`config.mk`:
```
export PLATFORM = sky130hd
export DESIGN_NAME = video_stream_out
export DESIGN_NICKNAME = d
export VERILOG_FILES = /design/src/rtl/video_stream_out.sv
export SDC_FILE = /design/constraint.sdc
export NUM_CORES = 1
export LEC_CHECK = 0
export ABC_AREA = 1
export BUFFER_PORTS_ARGS = -buffer_cell sky130_fd_sc_hd__buf_2
export CAP_MARGIN = 20
export CORE_ASPECT_RATIO = 1.4
export CORE_MARGIN = 4
export CORE_UTILIZATION = 45
export CTS_CLUSTER_DIAMETER = 80
export DETAILED_ROUTE_END_ITERATION = 10
export PLACE_DENSITY = 0.72
export SYNTH_ARGS = -nofsm -noshare
export SYNTH_HDL_FRONTEND = slang
export SYNTH_SLANG_ARGS = --single-unit
```
`constraint.sdc`:
```
create_clock -name clk_pix -period 4 [get_ports clk_pix]
set_clock_uncertainty 0.1 [all_clocks]
set_input_delay 0.2 -clock clk_pix [delete_from_list [all_inputs] [get_ports clk_pix]]
set_output_delay 0.2 -clock clk_pix [all_outputs]
set_load 0.01 [all_outputs]
```
`src/rtl/video_stream_out.sv`:
```
// Raster video output: buffers an incoming pixel stream in a small FIFO, locks it to
// frame start, and drives RGB with registered hsync/vsync/de from free-running counters.
module video_stream_out #(
    parameter int DATA_W      = 24,
    parameter int HRES        = 640,
    parameter int HFP         = 16,
    parameter int HSYNC       = 96,
    parameter int HBP         = 48,
    parameter int VRES        = 480,
    parameter int VFP         = 10,
    parameter int VSYNC       = 2,
    parameter int VBP         = 33,
    parameter bit SYNC_POL    = 1'b0,
    parameter int FIFO_DEPTH  = 16,
    parameter int FILL_THRESH = 8
) (
    input  logic              clk_pix,
    input  logic              RST_N,
    input  logic [DATA_W-1:0] rgb_in,
    input  logic              rgb_in_valid,
    input  logic              sof_in,
    output logic              rgb_in_ready,
    output logic [DATA_W-1:0] rgb_out,
    output logic              hsync_out,
    output logic              vsync_out,
    output logic              de_out,
    output logic              underflow,
    output logic              locked
);

    localparam int HTOTAL = HRES + HFP + HSYNC + HBP;
    localparam int VTOTAL = VRES + VFP + VSYNC + VBP;
    localparam int HW     = $clog2(HTOTAL);
    localparam int VW     = $clog2(VTOTAL);
    localparam int AW     = $clog2(FIFO_DEPTH);
    localparam int LW     = AW + 1;

    localparam logic [HW-1:0] H_ACT  = HW'(HRES);
    localparam logic [HW-1:0] H_SS   = HW'(HRES + HFP);
    localparam logic [HW-1:0] H_SE   = HW'(HRES + HFP + HSYNC);
    localparam logic [HW-1:0] H_LAST = HW'(HTOTAL - 1);
    localparam logic [VW-1:0] V_ACT  = VW'(VRES);
    localparam logic [VW-1:0] V_SS   = VW'(VRES + VFP);
    localparam logic [VW-1:0] V_SE   = VW'(VRES + VFP + VSYNC);
    localparam logic [VW-1:0] V_LAST = VW'(VTOTAL - 1);
    localparam logic [LW-1:0] LVL_FULL   = LW'(FIFO_DEPTH);
    localparam logic [LW-1:0] LVL_THRESH = LW'(FILL_THRESH);

    typedef enum logic [1:0] {
        SYNC = 2'd0,
        FILL = 2'd1,
        RUN  = 2'd2
    } state_t;

    state_t            state, state_nxt;
    logic [HW-1:0]     h;
    logic [VW-1:0]     v;
    logic [DATA_W-1:0] mem [FIFO_DEPTH];
    logic [AW-1:0]     wr_ptr, rd_ptr;
    logic [LW-1:0]     level;

    logic active, h_sync, v_sync, h_last, v_last;
    logic fifo_empty, fifo_full;
    logic wr_en, rd_en, flush, uf_event;

    assign h_last     = (h == H_LAST);
    assign v_last     = (v == V_LAST);
    assign active     = (h < H_ACT) && (v < V_ACT);
    assign h_sync     = (h >= H_SS) && (h < H_SE);
    assign v_sync     = (v >= V_SS) && (v < V_SE);
    assign fifo_empty = (level == '0);
    assign fifo_full  = (level == LVL_FULL);
    assign locked     = (state == RUN);

    // Raster counters free-run in every state; only reset restarts them.
    always_ff @(posedge clk_pix) begin
        if (!RST_N) begin
            h <= '0;
            v <= '0;
        end else if (h_last) begin
            h <= '0;
            v <= v_last ? '0 : v + 1'b1;
        end else begin
            h <= h + 1'b1;
        end
    end

    always_comb begin
        state_nxt    = state;
        rgb_in_ready = 1'b1;
        wr_en        = 1'b0;
        rd_en        = 1'b0;
        flush        = 1'b0;
        uf_event     = 1'b0;
        case (state)
            SYNC: begin
                // Everything but a start-of-frame beat is dropped; the FIFO stays empty.
                if (rgb_in_valid && sof_in) begin
                    wr_en     = 1'b1;
                    state_nxt = FILL;
                end else begin
                    flush = 1'b1;
                end
            end
            FILL: begin
                rgb_in_ready = !fifo_full;
                wr_en        = rgb_in_valid && !fifo_full;
                if (h_last && v_last && (level >= LVL_THRESH)) begin
                    state_nxt = RUN;
                end
            end
            RUN: begin
                rgb_in_ready = !fifo_full;
                wr_en        = rgb_in_valid && !fifo_full;
                if (active) begin
                    if (fifo_empty) begin
                        // Starved mid-picture: drop lock and discard whatever arrives now.
                        uf_event  = 1'b1;
                        flush     = 1'b1;
                        wr_en     = 1'b0;
                        state_nxt = SYNC;
                    end else begin
                        rd_en = 1'b1;
                    end
                end
            end
            default: begin
                flush     = 1'b1;
                state_nxt = SYNC;
            end
        endcase
        if (!RST_N) begin
            rgb_in_ready = 1'b1;
        end
    end

    always_ff @(posedge clk_pix) begin
        if (wr_en) begin
            mem[wr_ptr] <= rgb_in;
        end
    end

    // Read data comes from the registered array, so a word written while empty is not visible that cycle.
    always_ff @(posedge clk_pix) begin
        if (!RST_N || flush) begin
            wr_ptr <= '0;
            rd_ptr <= '0;
            level  <= '0;
        end else begin
            if (wr_en) wr_ptr <= wr_ptr + 1'b1;
            if (rd_en) rd_ptr <= rd_ptr + 1'b1;
            case ({wr_en, rd_en})
                2'b10:   level <= level + 1'b1;
                2'b01:   level <= level - 1'b1;
                default: level <= level;
            endcase
        end
    end

    always_ff @(posedge clk_pix) begin
        if (!RST_N) begin
            state     <= SYNC;
            rgb_out   <= '0;
            de_out    <= 1'b0;
            hsync_out <= !SYNC_POL;
            vsync_out <= !SYNC_POL;
            underflow <= 1'b0;
        end else begin
            state     <= state_nxt;
            rgb_out   <= rd_en ? mem[rd_ptr] : '0;
            de_out    <= active;
            hsync_out <= h_sync ? SYNC_POL : !SYNC_POL;
            vsync_out <= v_sync ? SYNC_POL : !SYNC_POL;
            if (uf_event) underflow <= 1'b1;
        end
    end

endmodule

```
== Yosys cells after proc, flatten, opt, wreduce, memory -nomap -nowiden ==
Memory sizes are Yosys's and may differ from the RTL's. A register that Yosys moved wholly into a read port is not among the register bits.
Cells that the tools add are included.

* Bitwise logic cells: 1
* Order comparisons: 7
* Reductions and logical operators: 18
* Multiplexer cells: 25
* Equal/unequal tests: 11
* Add/subtract/negate cells: 6

{| class="wikitable"
|+ Operators with widths
! operator !! number
|-
| adder 10 x 1 -> 10 bit (second input constant) || 2
|-
| equality test 10 bit (second input constant) || 2
|-
| < comparator 10 bit (second input constant) || 2
|-
| < comparator 10 x 9 -> 1 bit (second input constant) || 2
|-
| two-way mux 1 bit || 16
|-
| >= comparator 10 bit (second input constant) || 1
|-
| >= comparator 10 x 9 -> 1 bit (second input constant) || 1
|-
| two-way mux 10 bit || 1
|-
| case mux 5 bit (2 select lines) || 1
|-
| adder 4 x 1 -> 4 bit (second input constant) || 2
|-
| two-way mux 2 bit || 4
|-
| logical AND 1 bit || 7
|-
| case mux 1 bit (3 select lines) || 2
|-
| case mux 2 bit (3 select lines) || 1
|-
| adder 5 x 1 -> 5 bit (second input constant) || 1
|-
| equality test 5 bit (second input constant) || 1
|-
| >= comparator 5 x 4 -> 1 bit (second input constant) || 1
|-
| zero test 5 bit || 1
|-
| subtractor 5 x 1 -> 5 bit (second input constant) || 1
|-
| equality test 2 x 1 -> 1 bit (second input constant) || 2
|-
| equality test 2 bit (second input constant) || 2
|-
| != test 2 x 1 -> 1 bit (second input constant) || 2
|-
| != test 2 bit (second input constant) || 2
|-
| AND reduction 4 bit || 1
|-
| other kinds (7) || 10
|}

* Output and inout port bits: 30
* Input port bits: 28
* Logic and storage cells: 79
* Memories kept: 1
* Register bits: 39
* RAM bits: 384

{| class="wikitable"
|+ Memories
! memory !! words !! width !! read ports !! clocked after Yosys merged registers in !! write ports !! line !! source
|-
| mem || 16 || 24 || 1 || 1 || 1 || 58 || <nowiki>logic [DATA_W-1:0] mem [FIFO_DEPTH];</nowiki>
|}

== Depth between registers and ports, before layout ==
Gate-level depths: netlist of run 1.

* Depth after elaboration: 8
* Gate-level depth with buffers: 20
* Depth with buffers taken out: 19

== Worst setup path before layout of run 1 ==
No wires, ideal clock.

* Path type: register to register
* Start: reg state[0]
* End: mem mem[4][0], enable pin
* Arrival time: 2.907 ns
* Path buffers: 1
* Library setup time: 0.435 ns
* Period minus slack after synthesis: 3.442 ns
* Data required time: 3.465 ns
* Cell stages (with the launch flop): 10
* Slack: 0.558 ns
* Cells stage by stage: dfxtp_1 inv_1 ha_1 nand2_1 nand3_2 nand2_2 nand2_4 nand2_4 buf_6 nor3_1

* Word-level cells in the longest chain between the ends: 4
* Elaborated cells on any way between the ends: 6
* Those cells by class: eq/ne (2); mux (3); reduce/logical (1)

{| class="wikitable"
|+ Ends and longest elaborated chain
! element !! line !! source
|-
| start, declared || 55 || <nowiki>state_t state, state_nxt;</nowiki>
|-
| start signal, assigned || 169 || <nowiki>state <= state_nxt;</nowiki>
|-
| equality test 2 bit || -- ||
|-
| named net locked || 28 || <nowiki>output logic locked</nowiki>
|-
| case mux 1 bit (3 select lines) || 95 || <nowiki>case (state)</nowiki>
|-
| two-way mux 1 bit || 138 || <nowiki>if (wr_en) begin</nowiki>
|-
| two-way mux 1 bit (not written as such) || 139 || <nowiki>mem[wr_ptr] <= rgb_in;</nowiki>
|-
| end, declared || 58 ||
|}

The timed path passes the listed nets, and every way through them passes these cells.

== Final worst setup path of run 1 ==
* Start: reg state[0]
* End: reg level[4]

* Word-level cells in the longest chain between the ends: 4
* Elaborated cells on any way between the ends: 11
* Those cells by class: eq/ne (4); mux (4); reduce/logical (3)

{| class="wikitable"
|+ Ends and longest elaborated chain
! element !! line !! source
|-
| equality test 2 bit, or another cell as far along || 95 ||
|-
| case mux 1 bit (3 select lines) / two-way mux 1 bit (equally long branches) || 95 ||
|-
| equality test 2 x 1 -> 1 bit / equality test 2 bit (equally long branches) || 152 || <nowiki>case ({wr_en, rd_en})</nowiki>
|-
| case mux 5 bit (2 select lines) / nonzero test 2 bit (equally long branches) || -- ||
|-
| end signal, assigned || 153 || <nowiki>2'b10: level <= level + 1'b1;</nowiki>
|-
| end signal, assigned || 154 || <nowiki>2'b01: level <= level - 1'b1;</nowiki>
|-
| end signal, assigned || 155 || <nowiki>default: level <= level;</nowiki>
|-
| end, declared || 60 || <nowiki>logic [LW-1:0] level;</nowiki>
|}

Several ways; a longest one is shown, not always the timed one.
A chain may end at the register's enable or synchronous reset.

==> results.toml, run 1 <==
[global_route]
grt_pass1_wl_mm = 65.7
gr-usage-all-layers = 0.196
antenna_found_initial = 1
grt_max_degree = 209
grt_pass1_vias = 11700
overflow = 0

[routing]
drtIter0Drc = 1353
vias = 11800
post_drt_wl_per_cell_um = 20.0
ant_nets = 0
drc_errors = 0
drt-total-wl_mm = 42.4
avgViaCountPerCell = 5.55
drt-pass1-iter-count = 5

[sta]
post-route-min-period_ns = 2.94
drv_slew = 0
hold_viol_final = 0
timing.setup.tns_ns = 0
maxSlewHeadroom = 0.303
whs_ns = 0.106
fmax_mhz = 340
tightest_slew_ns = 1.04
final.period_utilization = 0.735
rsz0062_at_grt = "no"
setup-violations-final = 0

[worst_setup_path]
cp-end-kind = "flip-flop"
path_class = "reg -> reg"
cp.arrival_ns = 3.30
required_ns = 4.35
crit_top_cell = "nand2_1"
cpPeakStageDelay_ns = 0.39
cpMaxStageDelayCell = "dfxtp_1"
path_max_fanout = 14
crit_path_cell_trace = "inv_1, ha_1, nand2_1, nand3_2, nand2_2, nand2_4, nand2_4, ha_1, xor2_1, ha_1, a21o_1, and3_1, nor2_1, nand2_1, nand2_1, nand2_1, a21oi_1"
crit_path_start_kind = "flip-flop"

[final_layout]
area_delta_synth_final_pct = 14.3
fin_nets = 1601
final_cells = 2118
final_common_cell = "edfxtp_1"
drive_gt1_frac = 0.116
final_cell_mix = "edfxtp_1, nor2_1, o21ai_0, nand2_1, inv_1"

[clock_network]
clock_latency_ns = 0.54
ctsResizeCount = 0
cts_hold_buffers = 25
cts_buffer_depth = 3
cts_tree = "done"
cts_buffers = 44
cts.htree.levels = 2
post_cts_buffers = 0
cts_root_buffer = "clkbuf_16"
clk_pin_slew_ns = 0.06
cts.sinks = 447

[die]
die-area_mm2 = 0.0429
start_util = 0.454
ioPinCount = 58
rows = 86
placeableCoreArea_mm2 = 0.0393
die_x_um = 176
chipHeight_um = 244

[yosys]
synth_ff_type = "edfxtp_1"
syn_nets = 1527
synth.distinct_cells = 40
synth_seq_cells = 447
ys_seq_area_frac = 0.717
synthCells = 1481
syn_area_mm2 = 0.0178
synth_edf_count = 384
ys_warn_count = 0
syn_avg_cell_area_um2 = 12.0
ys_async_sr_fraction = 0

[job]
cap_violations = 0

[power]
p_int_mw = 7.94
sw_frac_of_total = 0.239
power_switching_mw = 2.49
power_density_mw_per_mm2 = 511
clockPowerShare = 0.389
ir_drop_v = 0.000433
pwr-share-comb = 0.103
p_leak_nw = 6.95
p_seq_frac = 0.508

[place]
place_inst = 2011
hpwl_mm = 23.8
port_buffers = 57
place_congestion = 0.826

[min_path]
hp-class = "in -> reg"

[status]
status = "completed"
[final cells by class]
class                      instances  area (um2)
fill                            3260       18900
tap                              528         661
timing repair buffer             111         811
sequential                       447       12800
clock buffer                      55        1160
clock inverter                    25         248
multi-input combinational        883        4450
inverter                          68         258
antenna                            1        2.50
[flip-flops by register name, summed over array words and instances, names as in the netlist, 2 cells and up]
register	cells
v	10
h	10
rd_ptr	4
level	5
mem	384
wr_ptr	4
rgb_out	24
state	2
[synth_stat cells (3+ instances only)]
library cell  count  area [um2]
nor2_2            4        25.0
nor2_1          260         976
buf_6             6        67.6
buf_4             7        52.6
mux2i_1           6        60.1
xor2_1            5        43.8
a21oi_1          56         280
nand2_1         120         450
ha_1             18         225
nand2_2           6        37.5
inv_1            64         240
nand4_1          11        68.8
o21bai_1          3        22.5
a31oi_1           5        31.3
nor2_4            3        33.8
o21ai_1          24         120
o22ai_1          63         394
inv_2             3        11.3
o211ai_1         23         173
buf_2            29         145
nand3_1          22         110
edfxtp_1        384       11500
clkbuf_1         39         146
dfxtp_1          63        1260
nor3_1           17        85.1
o21ai_0         220        1100
[metal layers]
metal | up-vias | track usage | share of wire
li1 | 5465 | - | -
met4 | 0 | 0.0714 | 0.034
met3 | 95 | 0.0284 | 0.068
met5 | - | 0 | 0
met1 | 5716 | 0.256 | 0.40
met2 | 486 | 0.334 | 0.50
[logic make-up after synthesis]
family	synth area share
mux	0.00337
flops	0.717
compound gates	0.120
simple gates	0.106
buf+inv	0.0379
xor+xnor	0.00295
fa+ha+maj	0.0126
[power by group through the flow]
| stage | clock [mW] | combinational [mW] | sequential (mW) |
|---|---|---|---|
| floorplan | 0 | 0.686 | 5.39 |
| global placement | 0 | 1.02 | 5.39 |
| detailed placement | 0 | 1.06 | 5.40 |
| CTS | 4.12 | 1.08 | 5.30 |
| global route | 4.33 | 1.20 | 5.31 |
| finish | 4.06 | 1.07 | 5.30 |
[worst max-delay path: cells and delay by family (launching register included)]
kind / cells / cell delay [ns]
buf+inv: 1 / 0.10
flops: 1 / 0.39
fa+ha+maj: 3 / 0.78
simple gates: 10 / 1.06
compound gates: 2 / 0.30
xor+xnor: 1 / 0.12
[per-stage QoR]
stage / total power, mW / cell area [um2] / util / worst slack, ns
2_1_floorplan: 6.08 / 17800 / - / 0.558
3_3_place_gp: 6.41 / 18700 / 0.476 / 1.25
3_5_place_dp: 6.45 / 18700 / 0.476 / 1.11
4_1_cts: 10.5 / 20400 / 0.519 / 1.09
5_1_grt: 10.8 / 20400 / 0.519 / 0.917
6_report: 10.4 / 20400 / 0.519 / 1.06
[path summary, 6_finish.rpt]
check            start         to  slack, ns  depth (start not counted)
min             sof_in   state[1]       0.11                          6
max reg2reg   state[0]   level[4]       1.06                         17
min reg2reg  underflow  underflow       0.36                          2
max           state[0]   level[4]       1.06                         17
No activity file was read; power rests on OpenSTA's default activity.
==> inputs of run 2 (changes only) <==
--- a/config.mk
+++ b/config.mk
@@ -5,7 +5,7 @@
 export SDC_FILE = /design/constraint.sdc
 export NUM_CORES = 1
 export LEC_CHECK = 0
-export ABC_AREA = 1
+export ABC_AREA = 0
 export BUFFER_PORTS_ARGS = -buffer_cell sky130_fd_sc_hd__buf_2
 export CAP_MARGIN = 20
 export CORE_ASPECT_RATIO = 1.4
==> constraint.sdc (replaced) <==
create_clock -name clk_pix -period 2.75 [get_ports clk_pix]
set_clock_uncertainty 0.1 [all_clocks]
set_input_delay 0.1375 -clock clk_pix [delete_from_list [all_inputs] [get_ports clk_pix]]
set_output_delay 0.1375 -clock clk_pix [all_outputs]
set_load 0.01 [all_outputs]
==> run 2 against run 1 <==
Compared with the run above: the flow now finishes with violations (setup timing); fmax is 2.3% higher; final area is 0.27% higher; via count decreased by 25%; largest cell class unchanged.
==> results.toml, run 2 <==
[power]
ir_drop_v = 0.000468
p_leak_nw = 6.63
power_density_mw_per_mm2 = 704

[yosys]
yosys-top-cells-area = "edfxtp_1, mux4_2, dfxtp_1"
ys_async_sr_fraction = 0
syn_nets = 946
synth.most_common_cell = "edfxtp_1"
synth_top_area_frac = 0.665
ys_warn_count = 0
synth_edf_count = 384
synth_seq_cells = 447
syn_area_mm2 = 0.0173
ys_top_cells_by_count = "edfxtp_1, mux4_2, dfxtp_1"
ys_seq_area_frac = 0.738
synth.distinct_cells = 49
yosysTopAreaCell = "edfxtp_1"
synthCells = 900
syn_avg_cell_area_um2 = 19.3
synth_ff_type = "edfxtp_1"

[die]
start_util = 0.458
rows = 84
die-area_mm2 = 0.0418
placeableCoreArea_mm2 = 0.0378
die_x_um = 174
ioPinCount = 58
chipHeight_um = 240

[worst_setup_path]
path_max_fanout = 3
cp-end-kind = "flip-flop"
cp.arrival_ns = 3.24
required_ns = 3.12
worstSetupEndpoint = "level[4]"
timing.rr.start = "state[0]"
rr_worst_depth = 16
startpoint = "state[0]"
reg2reg_to = "level[4]"
rrSetupSlack_ns = -0.12
crit_path_start_kind = "flip-flop"
path_class = "reg -> reg"

[clock_network]
cts_buffer_depth = 3
cts_buffers = 42
clock_latency_ns = 0.54
cts_root_buffer = "clkbuf_16"
cts.sinks = 447
cts_tree = "done"
cts.htree.levels = 2
clk_pin_slew_ns = 0.07

[sta]
setup-violations-final = 1
tightest_slew_ns = 0.630
hold_viol_final = 0
rsz0062_at_grt = "yes"
worst_slack_ns = -0.124
maxSlewHeadroom = 0.580
final.period_utilization = 1.05
whs_ns = 0.384
post-route-min-period_ns = 2.87
fmax_mhz = 348
drv_slew = 0

[global_route]
grt_pass1_wl_mm = 53.7
grt_pass1_vias = 9434
gr-usage-all-layers = 0.167
antenna_found_initial = 1
overflow = 0
grt_max_degree = 40

[final_layout]
largest_register_ffs = 384
fin_nets = 1097
fin_area_mm2 = 0.0205
area_delta_synth_final_pct = 18.0
drive_gt1_frac = 0.290
final_cell_mix = "edfxtp_1, mux4_2, buf_2, buf_4, dfxtp_1"
regMostFlops = "mem"
reg_top3 = "mem: 384 flops, rgb_out: 24 flops"
final_common_cell = "edfxtp_1"
antenna_cells = 0

[place]
dpl_cell_area_mm2 = 0.0187
port_buffers = 57
hpwl_mm = 18.7
place_congestion = 0.761

[status]
violations = "setup timing"
status = "finished, violations left"

[min_path]
hp-class = "reg -> reg"

[routing]
drc_errors = 0
drtIter0Drc = 729
ant_nets = 0
drt-pass1-iter-count = 5
post_drt_wl_per_cell_um = 22.1
avgViaCountPerCell = 5.67
vias = 8820
drt-total-wl_mm = 34.4

[job]
cap_violations = 0
[run 2: where the power goes]
part	switching (mW)	total (mW)	internal [mW]	leakage, nW
logic	0.559	1.05	0.489	1.98
clock network	2.39	5.77	3.38	0.679
registers	0.0565	7.57	7.52	3.97
total	3.01	14.4	11.4	6.63
[run 2: what timing repair did]
action	in CTS	in global routing
resized for setup	7	9
endpoints found under the hold margin	395	0
hold buffers	30	0
pin swaps	9	7
setup buffers	4	0
endpoints found under the setup margin	2	3
[run 2: critical path, stage by stage, from the launching register on]
cell and delay (ns):
dfxtp_2 0.34, inv_2 0.07, ha_4 0.13, inv_1 0.04
a21o_1 0.17, o221a_4 0.25, nor2_4 0.09, inv_2 0.06
ha_4 0.17, buf_4 0.13, buf_4 0.14, ha_4 0.26
inv_1 0.06, o32ai_2 0.28, a221oi_2 0.09, or3_1 0.31
a21oi_1 0.11
[run 2: metal layers]
metal  part of all wire  track usage  vias to the layer above  wire [um]
met5            0.00020            0                        -          7
met4              0.030       0.0557                        2       1020
met3              0.050       0.0269                       66       1710
met2               0.54        0.308                      227      18700
met1               0.38        0.201                     4577      13000
li1                   -            -                     3948          -
[run 2: area by class of cell]
cell class / count / area, um2
fill: 2885 / 17400
sequential: 447 / 12800
multi-input combinational: 394 / 4400
clock buffer: 58 / 1210
timing repair buffer: 151 / 1190
tap: 473 / 592
clock inverter: 18 / 190
inverter: 15 / 56.3
[run 2: per-stage QoR]
step	power [mW]	TNS, ns	instances	setup WS, ns	utilization
3_5_place_dp	8.69	-0.179	1446	-0.152	0.493
6_report	14.4	-0.124	1556	-0.124	0.541
2_1_floorplan	8.31	-5.68	900	-0.230	-
4_1_cts	14.5	-0.141	1556	-0.141	0.539
3_3_place_gp	8.66	-0.0841	1446	-0.0841	0.493
5_1_grt	14.9	-0.574	1556	-0.320	0.541
[run 2: logic make-up (layout without fill, tap and decap cells)]
kind of cell / Yosys count / after routing / share of synthesized area
muxes: 123 / 123 / 0.140
adders and majority gates: 18 / 18 / 0.0130
AOI/OAI and AO/OA: 85 / 85 / 0.0349
buffers and inverters: 59 / 242 / 0.0152
and+or+nand+nor: 147 / 147 / 0.0483
xor gates and xnor gates: 21 / 21 / 0.0106
DFF: 447 / 447 / 0.738
[run 2: how the worst min path moves through the flow]
| stage | startpoint | to | slack [ns] | cells past startpoint |
|---|---|---|---|---|
| CTS | rgb_in[2] | mem[8][2] | 0.39 | 2 |
| finish | h[0] | h[0] | 0.38 | 1 |
| global route | h[0] | h[0] | 0.42 | 1 |
| floorplan | rgb_in[0] | mem[0][0] | 0.14 | 0 |
| global placement | h[0] | h[0] | 0.35 | 1 |
| detailed placement | h[0] | h[0] | 0.38 | 1 |
==> inputs of run 3 (changes only) <==
--- a/config.mk
+++ b/config.mk
@@ -7,13 +7,14 @@
 export LEC_CHECK = 0
 export ABC_AREA = 0
 export BUFFER_PORTS_ARGS = -buffer_cell sky130_fd_sc_hd__buf_2
-export CAP_MARGIN = 20
+export CELL_PAD_IN_SITES_DETAIL_PLACEMENT = 2
+export CELL_PAD_IN_SITES_GLOBAL_PLACEMENT = 2
 export CORE_ASPECT_RATIO = 1.4
 export CORE_MARGIN = 4
 export CORE_UTILIZATION = 45
 export CTS_CLUSTER_DIAMETER = 80
 export DETAILED_ROUTE_END_ITERATION = 10
-export PLACE_DENSITY = 0.72
+export PLACE_DENSITY = 0.86
 export SYNTH_ARGS = -nofsm -noshare
 export SYNTH_HDL_FRONTEND = slang
 export SYNTH_SLANG_ARGS = --single-unit
==> run 3 against run 2 <==
Compared with the run above: the flow still finishes with violations (setup timing); wire length grew 37%; cell count grew 0.32%; core utilization shrank 0.22 points; sequential share of layout area grew 0.24 points; largest cell class unchanged.
==> results.toml, run 3 (synthesis results as in run 2) <==
[job]
cap_violations = 0

[place]
place_inst = 1441
port_buffers = 57
dpl_cell_area_mm2 = 0.0186
place_congestion = 0.759
hpwl_mm = 26.8

[die]
die-area_mm2 = 0.0418
die_x_um = 174
rows = 84
ioPinCount = 58
placeableCoreArea_mm2 = 0.0378
start_util = 0.458
chipHeight_um = 240

[status]
status = "finished, violations left"
violations = "setup timing"

[sta]
post-route-min-period_ns = 3.03
drv_slew = 0
rsz0062_at_grt = "yes"
maxSlewHeadroom = 0.601
final.period_utilization = 1.10
worst_slack_ns = -0.276
fmax_mhz = 331
tightest_slew_ns = 0.598
hold_viol_final = 0
timing.setup.tns_ns = -0.586
setup-violations-final = 3

[worst_setup_path]
required_ns = 3.13
crit_family = "simple AND/OR/NAND/NOR gates"
cp.arrival_ns = 3.41
cpMaxStageDelayCell = "nor4_4"
path_max_fanout = 4
cp-end-kind = "flip-flop"
path_class = "reg -> reg"
crit_path_cell_trace = "nor4_4, and4b_4, o221a_4, nor2_4, inv_4, ha_4, xor2_2, ha_2, a211o_1, a21oi_2, a221oi_2, or3_1, a21oi_1"
cpPeakStageDelay_ns = 0.39
crit_path_start_kind = "flip-flop"
path_buf_inv = 1

[routing]
drt-total-wl_mm = 47.1
ant_nets = 0
vias = 9304
post_drt_wl_per_cell_um = 30.2
drt-pass1-iter-count = 5
avgViaCountPerCell = 5.96
drc_errors = 0
drtIter0Drc = 919

[clock_network]
cts_buffers = 44
cts_buffer_depth = 3
clock_latency_ns = 0.55
cts.sinks = 447
cts_root_buffer = "clkbuf_16"
cts_tree = "done"
cts.htree.levels = 2
clk_pin_slew_ns = 0.07

[global_route]
overflow = 0
grt_max_degree = 43
antenna_found_initial = 1
grt_pass1_vias = 10300
grt_pass1_wl_mm = 70.0
gr-usage-all-layers = 0.225

[min_path]
hp-class = "in -> reg"

[power]
finalPower_mw = 14.5
pwr-share-comb = 0.081
p_seq_frac = 0.525
p_leak_nw = 6.61
power_switching_mw = 3.26
clockPowerShare = 0.395
sw_frac_of_total = 0.226
ir_drop_v = 0.000506
p_int_mw = 11.2
power_density_mw_per_mm2 = 710

[final_layout]
fillers = 3261
utilization = 0.538
largest_register_ffs = 384
final_cells = 1561
fin_area_mm2 = 0.0204
final_common_cell = "edfxtp_1"
regMostFlops = "mem"
drive_gt1_frac = 0.290
fin_nets = 1097
final_cell_mix = "edfxtp_1, mux4_2, buf_2, buf_4, dfxtp_1"
area_delta_synth_final_pct = 17.5
reg_top3 = "mem: 384 flops, rgb_out: 24 flops"
run 3: cell types whose count changed in the layout (fill, tap and decap cells not counted), sizes merged:
cell	delta
diode	+1
clkinv	+4
clkinvlp	-3
clkbuf	+9
bufinv	-3
buf	+2
inv	-1
dlygate4sd3	-4
run 3: layout make-up:
cell class              instances  area, um2  area share
well taps                     473        592      0.0291
flip-flops and latches        447      12800       0.629
clock buffers                  67       1270      0.0623
multi-input cells             394       4420       0.217
repair buffers                149       1140      0.0558
diodes                          1       2.50    0.000123
clock inverters                15       78.8     0.00387
inverters                      15       58.8     0.00289
run 3: worst reg2reg max path, delay by kind of cell, from the launching register on:
kind                       cells  cell delay, ns
AOI/OAI and AO/OA              5            0.92
xor gates and xnor gates       1            0.08
adders and majority gates      2            0.39
buffers and inverters          1            0.08
DFF                            1            0.33
and+or+nand+nor                4            1.06
run 3: repair_timing:
| action | 4_1_cts | 5_1_grt |
|---|---|---|
| gates resized for setup | 10 | 16 |
| hold buffers | 26 | 0 |
| buffers inserted | 5 | 7 |
| endpoints found under the hold margin | 395 | 0 |
| pin swaps | 7 | 10 |
| endpoints found under the setup margin | 3 | 3 |
run 3: final timing paths:
path	startpoint	endpoint	slack (ns)	cells after the start
max	level[1]	level[4]	-0.28	13
min	sof_in	wr_ptr[0]	0.08	5
max reg2reg	level[1]	level[4]	-0.28	13
min reg2reg	h[0]	h[0]	0.37	1
run 3: metrics by stage:
stage               setup WS (ns)  hold slack [ns]
finish                     -0.276           0.0809
global route               -0.356            0.103
CTS                        -0.183           0.0311
detailed placement         -0.257            0.368
global placement          -0.0743            0.355
floorplan                  -0.230            0.136
run 3: per-layer routing:
layer  part of all wire  global-route usage
met5                  0                   0
met4              0.023              0.0639
met3              0.044              0.0326
met2               0.53               0.401
met1               0.40               0.291
run 3: power by group through the flow:
stage          logic (mW)  registers, mW  clock network [mW]
2_1_floorplan       0.591           7.72                   0
3_3_place_gp        0.950           7.71                   0
3_5_place_dp         1.04           7.73                   0
4_1_cts              1.12           7.59                5.84
5_1_grt              1.27           7.61                6.17
6_report             1.16           7.59                5.71
